$ cat config.mk
export PLATFORM = sky130hd
export DESIGN_NAME = avalon_master_bridge
export DESIGN_NICKNAME = d
export VERILOG_FILES = /design/src/rtl/avalon_master_bridge.sv
export SDC_FILE = /design/constraint.sdc
export NUM_CORES = 1
export LEC_CHECK = 0
export BUFFER_PORTS_ARGS = -buffer_cell sky130_fd_sc_hd__buf_2
export CORE_ASPECT_RATIO = 1.4
export CORE_MARGIN = 10
export CORE_UTILIZATION = 30
export CTS_BUF_LIST = sky130_fd_sc_hd__clkbuf_4 sky130_fd_sc_hd__clkbuf_8 sky130_fd_sc_hd__clkbuf_16
export CTS_CLUSTER_DIAMETER = 100
export DETAILED_ROUTE_END_ITERATION = 10
export SLEW_MARGIN = 40
export SYNTH_ARGS = -nofsm -noshare
export SYNTH_HDL_FRONTEND = slang
export SYNTH_SLANG_ARGS = --single-unit
$ cat constraint.sdc
create_clock -name clk -period 1.7 [get_ports clk]
set_clock_uncertainty 0.2 [all_clocks]
set_input_delay 0.17 -clock clk [delete_from_list [all_inputs] [get_ports clk]]
set_output_delay 0.17 -clock clk [all_outputs]
set_load 0.005 [all_outputs]
$ cat src/rtl/avalon_master_bridge.sv
// CPU load/store to Avalon-MM master bridge: byte/half/word access with lane
// steering, load extension, misalignment trap and stall timeout.
module avalon_master_bridge #(
    parameter int TIMEOUT = 16
) (
    input  logic        clk,
    input  logic        reset_n,
    input  logic        cpu_req,
    input  logic        cpu_we,
    input  logic [31:0] cpu_addr,
    input  logic [1:0]  cpu_size,
    input  logic        cpu_signed,
    input  logic [31:0] cpu_wdata,
    output logic        cpu_busy,
    output logic        cpu_done,
    output logic [31:0] cpu_rdata,
    output logic        cpu_err,
    output logic        cpu_timeout,
    output logic [31:0] address,
    output logic [3:0]  byteenable,
    output logic        read,
    output logic        write,
    input  logic        waitrequest,
    input  logic [31:0] readdata,
    output logic [31:0] writedata
);
    typedef enum logic [1:0] {IDLE, BUS, DONE, ERR} state_t;

    localparam int CW = (TIMEOUT < 2) ? 1 : $clog2(TIMEOUT);
    localparam logic [CW-1:0] STALL_LAST = CW'(TIMEOUT - 1);

    state_t        state_q, state_d;
    logic [CW-1:0] stall_cnt_q, stall_cnt_d;
    logic          we_q, we_d;
    logic [1:0]    size_q, size_d;
    logic          signed_q, signed_d;
    logic [1:0]    lane_q, lane_d;
    logic [31:0]   address_q, address_d;
    logic [3:0]    byteenable_q, byteenable_d;
    logic [31:0]   writedata_q, writedata_d;
    logic          read_q, read_d;
    logic          write_q, write_d;
    logic          busy_q, busy_d;
    logic          done_q, done_d;
    logic          err_q, err_d;
    logic          timeout_q, timeout_d;
    logic [31:0]   rdata_q, rdata_d;

    logic          req_misaligned;
    logic [3:0]    req_be;
    logic [31:0]   req_wd;
    logic [7:0]    ld_byte;
    logic [15:0]   ld_half;
    logic [31:0]   ld_value;

    // Request decode straight from the CPU inputs, used only at acceptance.
    always_comb begin
        req_misaligned = (cpu_size == 2'b11)
                      || (cpu_size == 2'b01 && cpu_addr[0])
                      || (cpu_size == 2'b10 && cpu_addr[1:0] != 2'b00);
        case (cpu_size)
            2'b00: begin
                req_be = 4'b0001 << cpu_addr[1:0];
                req_wd = {4{cpu_wdata[7:0]}};
            end
            2'b01: begin
                req_be = cpu_addr[1] ? 4'b1100 : 4'b0011;
                req_wd = {2{cpu_wdata[15:0]}};
            end
            2'b10: begin
                req_be = 4'b1111;
                req_wd = cpu_wdata;
            end
            default: begin
                req_be = 4'b0000;
                req_wd = cpu_wdata;
            end
        endcase
    end

    // Load extraction uses the captured request, since cpu_* may change during BUS.
    always_comb begin
        case (lane_q)
            2'd0:    ld_byte = readdata[7:0];
            2'd1:    ld_byte = readdata[15:8];
            2'd2:    ld_byte = readdata[23:16];
            default: ld_byte = readdata[31:24];
        endcase
        ld_half = lane_q[1] ? readdata[31:16] : readdata[15:0];
        case (size_q)
            2'b00:   ld_value = {{24{signed_q & ld_byte[7]}}, ld_byte};
            2'b01:   ld_value = {{16{signed_q & ld_half[15]}}, ld_half};
            default: ld_value = readdata;
        endcase
    end

    always_comb begin
        state_d      = state_q;
        stall_cnt_d  = stall_cnt_q;
        we_d         = we_q;
        size_d       = size_q;
        signed_d     = signed_q;
        lane_d       = lane_q;
        address_d    = address_q;
        byteenable_d = byteenable_q;
        writedata_d  = writedata_q;
        read_d       = read_q;
        write_d      = write_q;
        rdata_d      = rdata_q;
        done_d       = 1'b0;
        err_d        = 1'b0;
        timeout_d    = 1'b0;

        case (state_q)
            IDLE: begin
                if (cpu_req) begin
                    we_d         = cpu_we;
                    size_d       = cpu_size;
                    signed_d     = cpu_signed;
                    lane_d       = cpu_addr[1:0];
                    address_d    = {cpu_addr[31:2], 2'b00};
                    byteenable_d = req_be;
                    writedata_d  = req_wd;
                    stall_cnt_d  = '0;
                    if (req_misaligned) begin
                        state_d = ERR;
                        done_d  = 1'b1;
                        err_d   = 1'b1;
                    end else begin
                        state_d = BUS;
                        read_d  = ~cpu_we;
                        write_d = cpu_we;
                    end
                end
            end
            BUS: begin
                if (!waitrequest) begin
                    state_d = DONE;
                    read_d  = 1'b0;
                    write_d = 1'b0;
                    done_d  = 1'b1;
                    if (!we_q) begin
                        rdata_d = ld_value;
                    end
                end else if (stall_cnt_q == STALL_LAST) begin
                    state_d   = DONE;
                    read_d    = 1'b0;
                    write_d   = 1'b0;
                    done_d    = 1'b1;
                    timeout_d = 1'b1;
                end else begin
                    stall_cnt_d = stall_cnt_q + CW'(1);
                end
            end
            DONE:    state_d = IDLE;
            ERR:     state_d = IDLE;
            default: state_d = IDLE;
        endcase

        busy_d = (state_d != IDLE);
    end

    always_ff @(posedge clk) begin
        if (!reset_n) begin
            state_q      <= IDLE;
            stall_cnt_q  <= '0;
            we_q         <= 1'b0;
            size_q       <= 2'b00;
            signed_q     <= 1'b0;
            lane_q       <= 2'b00;
            address_q    <= '0;
            byteenable_q <= '0;
            writedata_q  <= '0;
            read_q       <= 1'b0;
            write_q      <= 1'b0;
            busy_q       <= 1'b0;
            done_q       <= 1'b0;
            err_q        <= 1'b0;
            timeout_q    <= 1'b0;
            rdata_q      <= '0;
        end else begin
            state_q      <= state_d;
            stall_cnt_q  <= stall_cnt_d;
            we_q         <= we_d;
            size_q       <= size_d;
            signed_q     <= signed_d;
            lane_q       <= lane_d;
            address_q    <= address_d;
            byteenable_q <= byteenable_d;
            writedata_q  <= writedata_d;
            read_q       <= read_d;
            write_q      <= write_d;
            busy_q       <= busy_d;
            done_q       <= done_d;
            err_q        <= err_d;
            timeout_q    <= timeout_d;
            rdata_q      <= rdata_d;
        end
    end

    assign cpu_busy    = busy_q;
    assign cpu_done    = done_q;
    assign cpu_rdata   = rdata_q;
    assign cpu_err     = err_q;
    assign cpu_timeout = timeout_q;
    assign address     = address_q;
    assign byteenable  = byteenable_q;
    assign read        = read_q;
    assign write       = write_q;
    assign writedata   = writedata_q;
endmodule

# ---- Word level (Yosys, flattened, before mapping)
# Index checks and enable logic that the tools add are counted.
# Widths: inputs -> output; s select.
dict set report word_totals {
  elab_cells 84
  latch_bits 0
  n_memories 0
  ram_bits 0
  rom_bits 0
  reg_bits 116
}
dict set report op_classes {
  mul 0
  n_bitwise 5
  eq_ne 15
  add_sub_neg 1
  n_div 0
  n_lt_le_gt_ge 0
  reduce_logical 18
  mux 28
  shift 1
}
# op n
set ops {}
lappend ops {{$pmux 32 s2} 2}
lappend ops {{$pmux 8 s3} 1}
lappend ops {{$mux 16} 1}
lappend ops {{$mux 4} 4}
lappend ops {{$pmux 4 s3} 1}
lappend ops {{$eq 2x2->1 const B} 5}
lappend ops {{$mux 1} 10}
lappend ops {{$eq 2x1->1 const B} 4}
lappend ops {{$logic_not 2->1} 4}
lappend ops {{$mux 2} 4}
lappend ops {{$ne 2x2->1 const B} 4}
lappend ops {{$pmux 4 s2} 1}
lappend ops {{$reduce_and 4->1} 2}
lappend ops {{$pmux 1 s2} 3}
lappend ops {{$pmux 2 s3} 1}
lappend ops {{$reduce_and 3->1} 2}
lappend ops {{$reduce_bool 2->1} 3}
lappend ops {{$add 4x1->4 const B} 1}
lappend ops {{$eq 4x4->1 const B} 1}
lappend ops {{$reduce_and 2->1} 2}
lappend ops {{$shl 1x2->4 const A} 1}
lappend ops {{$ne 3x3->1 const B} 1}
lappend ops {{$not 1->1} 3}
lappend ops {{$and 1x1->1} 2}
lappend ops {{3 further kinds} 5}

# ---- Logic depth before layout (Yosys ltp)
dict set report depth {
  ltp_word 8
  ltp_mapped 6
  ltp_nobuf 5
}

# ---- Worst setup path before layout
# Ideal clock, no wire load.
dict set report synth_timing {
  path_kind {register to register}
  startpoint {reg lane_q[1]}
  endpoint {reg rdata_q[21] (netlist: cpu_rdata[21])}
  arrival_ps 1287
  setup_ps 119
  setup_slack_ps 94
  path_stages_with_launch 7
  t_required_ps 1381
  n_path_buf 2
  path_cell_list {dfxtp_1 -> buf_6 -> mux2i_2 -> mux2i_1 -> a31oi_4 -> buf_6 -> a21oi_1}
}
dict set report synth_via {
  elab_chain_len 4
  word_cells_on_any_way 8
}
# element line
set synth_rtl {}
lappend synth_rtl {{start: declaration} 37} ;# logic [1:0] lane_q, lane_d;
lappend synth_rtl {{start signal: assignment} 187} ;# lane_q <= lane_d;
lappend synth_rtl {{$eq 2x2->1 (tied with other cells)} 83} ;# case (lane_q)
lappend synth_rtl {{$pmux 8 s3} 83}
lappend synth_rtl {{$and 1x1->1} 91} ;# 2'b00: ld_value = {{24{signed_q & ld_byte[7]}}, ld_byte};
lappend synth_rtl {{$pmux 32 s2 (*)} 90} ;# case (size_q)
lappend synth_rtl {{end signal: assignment} 197} ;# rdata_q <= rdata_d;
lappend synth_rtl {{end: declaration} 47} ;# logic [31:0] rdata_q, rdata_d;
# Every way passes the cells marked *; elsewhere a longest branch is shown, timed or not.
# A chain may end at the register's enable or synchronous reset.

# ---- Worst setup path after layout
dict set report layout_timing {
  startpoint {reg state_q[1]}
  endpoint {reg writedata_q[14] (netlist: writedata[14])}
}
dict set report layout_via {
  elab_chain_len 2
}
# element line
set layout_rtl {}
lappend layout_rtl {{start: declaration} 32} ;# state_t state_q, state_d;
lappend layout_rtl {{start signal: assignment} 182} ;# state_q <= state_d;
lappend layout_rtl {{$logic_not 2->1} 114} ;# case (state_q)
lappend layout_rtl {{$reduce_and 2->1 (no source line)} -}
lappend layout_rtl {{end signal: assignment} 190} ;# writedata_q <= writedata_d;
lappend layout_rtl {{end: declaration} 40} ;# logic [31:0] writedata_q, writedata_d;
# Every way passes these cells.

==> impl_metrics.env <==
export IMPL_status="complete, but fails checks"
export IMPL_failed_checks="setup timing"
export IMPL_start_util_pct=30.6
export IMPL_finalWirelength_um=20000
export IMPL_gp_congestion=0.819
export IMPL_rows=55
export IMPL_yosys_top_cells_count="nand2_1, dfxtp_1, a21oi_1"
export IMPL_critPathMaxFanout=7
export IMPL_yosys_area_top_type_share_pct=46.8
export IMPL_critPathArrivalTime_ns=1.82
export IMPL_post_drt_wl_per_cell_um=17.4
export IMPL_ys_warn_count=0
export IMPL_min_path_cells=4
export IMPL_clkTransAtPathRegs_ns=0.06
export IMPL_power_leakage_nw=3.68
export IMPL_finalHoldViolations=0
export IMPL_crit_path_top_delay_cell="dfxtp_2"
export IMPL_yosys_top_cells_area="dfxtp_1, nand2_1, a21oi_1"
export IMPL_first_pass_iters=4
export IMPL_ys_ff_latch=116
export IMPL_holdWs_ns=0.0748
export IMPL_fin_crit_sh_pct=100
export IMPL_cp_start_kind="register"
export IMPL_num_nets_final=1044
export IMPL_synth_avg_cell_area_um2=7.99
export IMPL_cts_tree="done"
export IMPL_grt_pass1_wl_um=30100
export IMPL_finalPower_mw=8.20
export IMPL_hold_class="in2reg"
export IMPL_die_area_um2=22200
export IMPL_yosys_area_top_type="dfxtp_1"
export IMPL_area_delta_synth_final_pct=63.6
export IMPL_netlist_area_um2=4970
export IMPL_vias_per_cell=4.90
export IMPL_io_pins=210
export IMPL_clockBufferDepth=2
export IMPL_setup_ws_ns=-0.00550
export IMPL_antenna_found_initial=2
export IMPL_power_density_nw_per_um2=1010
export IMPL_pre_cts_slack_ns=-0.0174
export IMPL_endpoint_kind="register"
export IMPL_period_needed_ns=1.71
export IMPL_synth_ff_type="dfxtp_1"
export IMPL_critical_path_class="reg2reg"
export IMPL_core_um2=16200
export IMPL_root_buffer="clkbuf_16"
export IMPL_die_width_um=129
export IMPL_drv_slew=0
export IMPL_hpwl_um=13200
export IMPL_ys_types=50
export IMPL_yosysMostFrequentCell="nand2_1"
export IMPL_path_cells="buf_6, nor3b_4, buf_6, clkbuf_16, nor2_1, a311oi_1"
export IMPL_timing_fmax_ghz=0.586
export IMPL_maxCapViolations=0
export IMPL_antenna_left=0
export IMPL_die_height_um=172
export IMPL_syn_inst=622
export IMPL_setup_viol=1
export IMPL_synth_edff_count=0
export IMPL_clkLatencyLatePin_ns=0.42
export IMPL_critPathMaxStageDelay_ns=0.33
export IMPL_grtUsageTotal_pct=17.1
export IMPL_async_flop_share_pct=0
export IMPL_num_vias=5653
export IMPL_cts_htree_levels=4
export IMPL_vdd_drop_max_mv=0.695
export IMPL_grt_max_degree=57
export IMPL_overflow=0
export IMPL_drive_gt1_share_pct=33.0
export IMPL_clock_sinks=116
export IMPL_post_route_drc_count=0
export IMPL_crit_required_ns=1.81
export IMPL_worstRegToRegCells=6
export IMPL_io_buffers=207
export IMPL_drtIter0Drc=362
export IMPL_ys_seq_area_share_pct=46.8
export IMPL_crit_top_cell="buf_6"
export IMPL_cts_inserted_buffers=17
export IMPL_grt_pass1_vias=5622
## kinds of logic after synthesis
logic type	Yosys count	share of synthesized area, %
DFF	116	46.8
AOI/OAI and AO/OA	198	23.5
buffers and inverters	55	5.21
adders and majority gates	1	0.252
other	1	0.0755
and+or+nand+nor	229	19.7
muxes	21	4.33
xor gates and xnor gates	1	0.176
## report_power, final
group	internal (mW)	leakage, nW	switching [mW]
logic	0.715	2.43	0.745
registers	2.91	0.952	0.0995
clock network	2.23	0.299	1.49
total	5.86	3.68	2.33
## path summary, 6_finish.rpt
kind	end	from	slack [ns]
worst min register to register	address[26]	address[26]	0.25
worst min-delay path	size_q[1]	cpu_size[1]	0.07
worst max register to register	writedata[14]	state_q[1]	-0.005
worst max-delay path	writedata[14]	state_q[1]	-0.005
## sequential cells by signal (all words and copies together), names as in the netlist, 2 cells and up
register / cells
cpu_rdata: 32
writedata: 32
address: 30
byteenable: 4
stall_cnt_q: 4
lane_q: 2
size_q: 2
state_q: 2
## area by class of cell
cell class / count / area [µm²]
Fill cell: 1499 / 8110
Timing Repair Buffer: 349 / 2480
Multi-Input combinational cell: 452 / 2440
Sequential cell: 116 / 2330
Clock buffer: 17 / 425
Tap cell: 199 / 249
Clock inverter: 15 / 185
Inverter: 3 / 11.3
Antenna cell: 2 / 5.00
## stage by stage
stage          setup TNS, ns  instances  cell area [µm²]  utilization [%]
5_1_grt              -0.0655       1153             8130             50.0
2_1_floorplan              0        623             4970                -
4_1_cts                    0       1146             7970             49.1
3_3_place_gp        -0.00404       1013             6350             39.1
3_5_place_dp         -0.0434       1013             6350             39.1
6_report            -0.00550       1153             8130             50.0
## per-layer routing
metal  vias to the layer above  track usage (%)  routed length, µm
met5                         -                0                  0
met4                         0             6.59                516
met3                        35             6.99               1860
met2                       250             28.7               9810
met1                      2597             19.0               7850
li1                       2771                -                  -
## placed cells by master, fill, tap and decap left out, types with 2 or more instances in the layout
cell / count
buf_4: 30
nand3_2: 2
a211oi_1: 3
buf_6: 3
nand2_1: 156
clkinv_4: 2
inv_1: 2
diode_2: 2
a21oi_1: 94
dfxtp_1: 112
inv_6: 5
nor3b_1: 2
bufinv_16: 2
nor3_1: 2
nor2b_1: 9
inv_8: 5
a22oi_1: 10
buf_12: 5
o21ai_0: 50
a211oi_2: 5
mux2i_1: 18
nand2b_1: 4
mux2i_2: 2
conb_1: 2
a311oi_1: 8
clkbuf_16: 20
dlygate4sd3_1: 101
nor2_1: 26
nand3_1: 16
dfxtp_2: 4
a31o_1: 2
a31o_2: 7
a21o_1: 8
nor2_2: 2
buf_2: 207
## timing repair
action	4_1_cts	5_1_grt
hold buffers	101	0
gates resized for setup	1	19
buffers inserted	0	2
setup endpoints to repair	21	61
cloned	0	3
pin swaps	0	6
hold endpoints to repair	111	0
## critical path, delay by kind of cell (launching register included)
family / cells / cell delay (ns)
AO/OA/AOI/OAI: 1 / 0.27
flip-flops: 1 / 0.33
AND/OR/NAND/NOR: 2 / 0.34
buffers and inverters: 3 / 0.45
No activity file was read; power rests on OpenSTA's default activity.
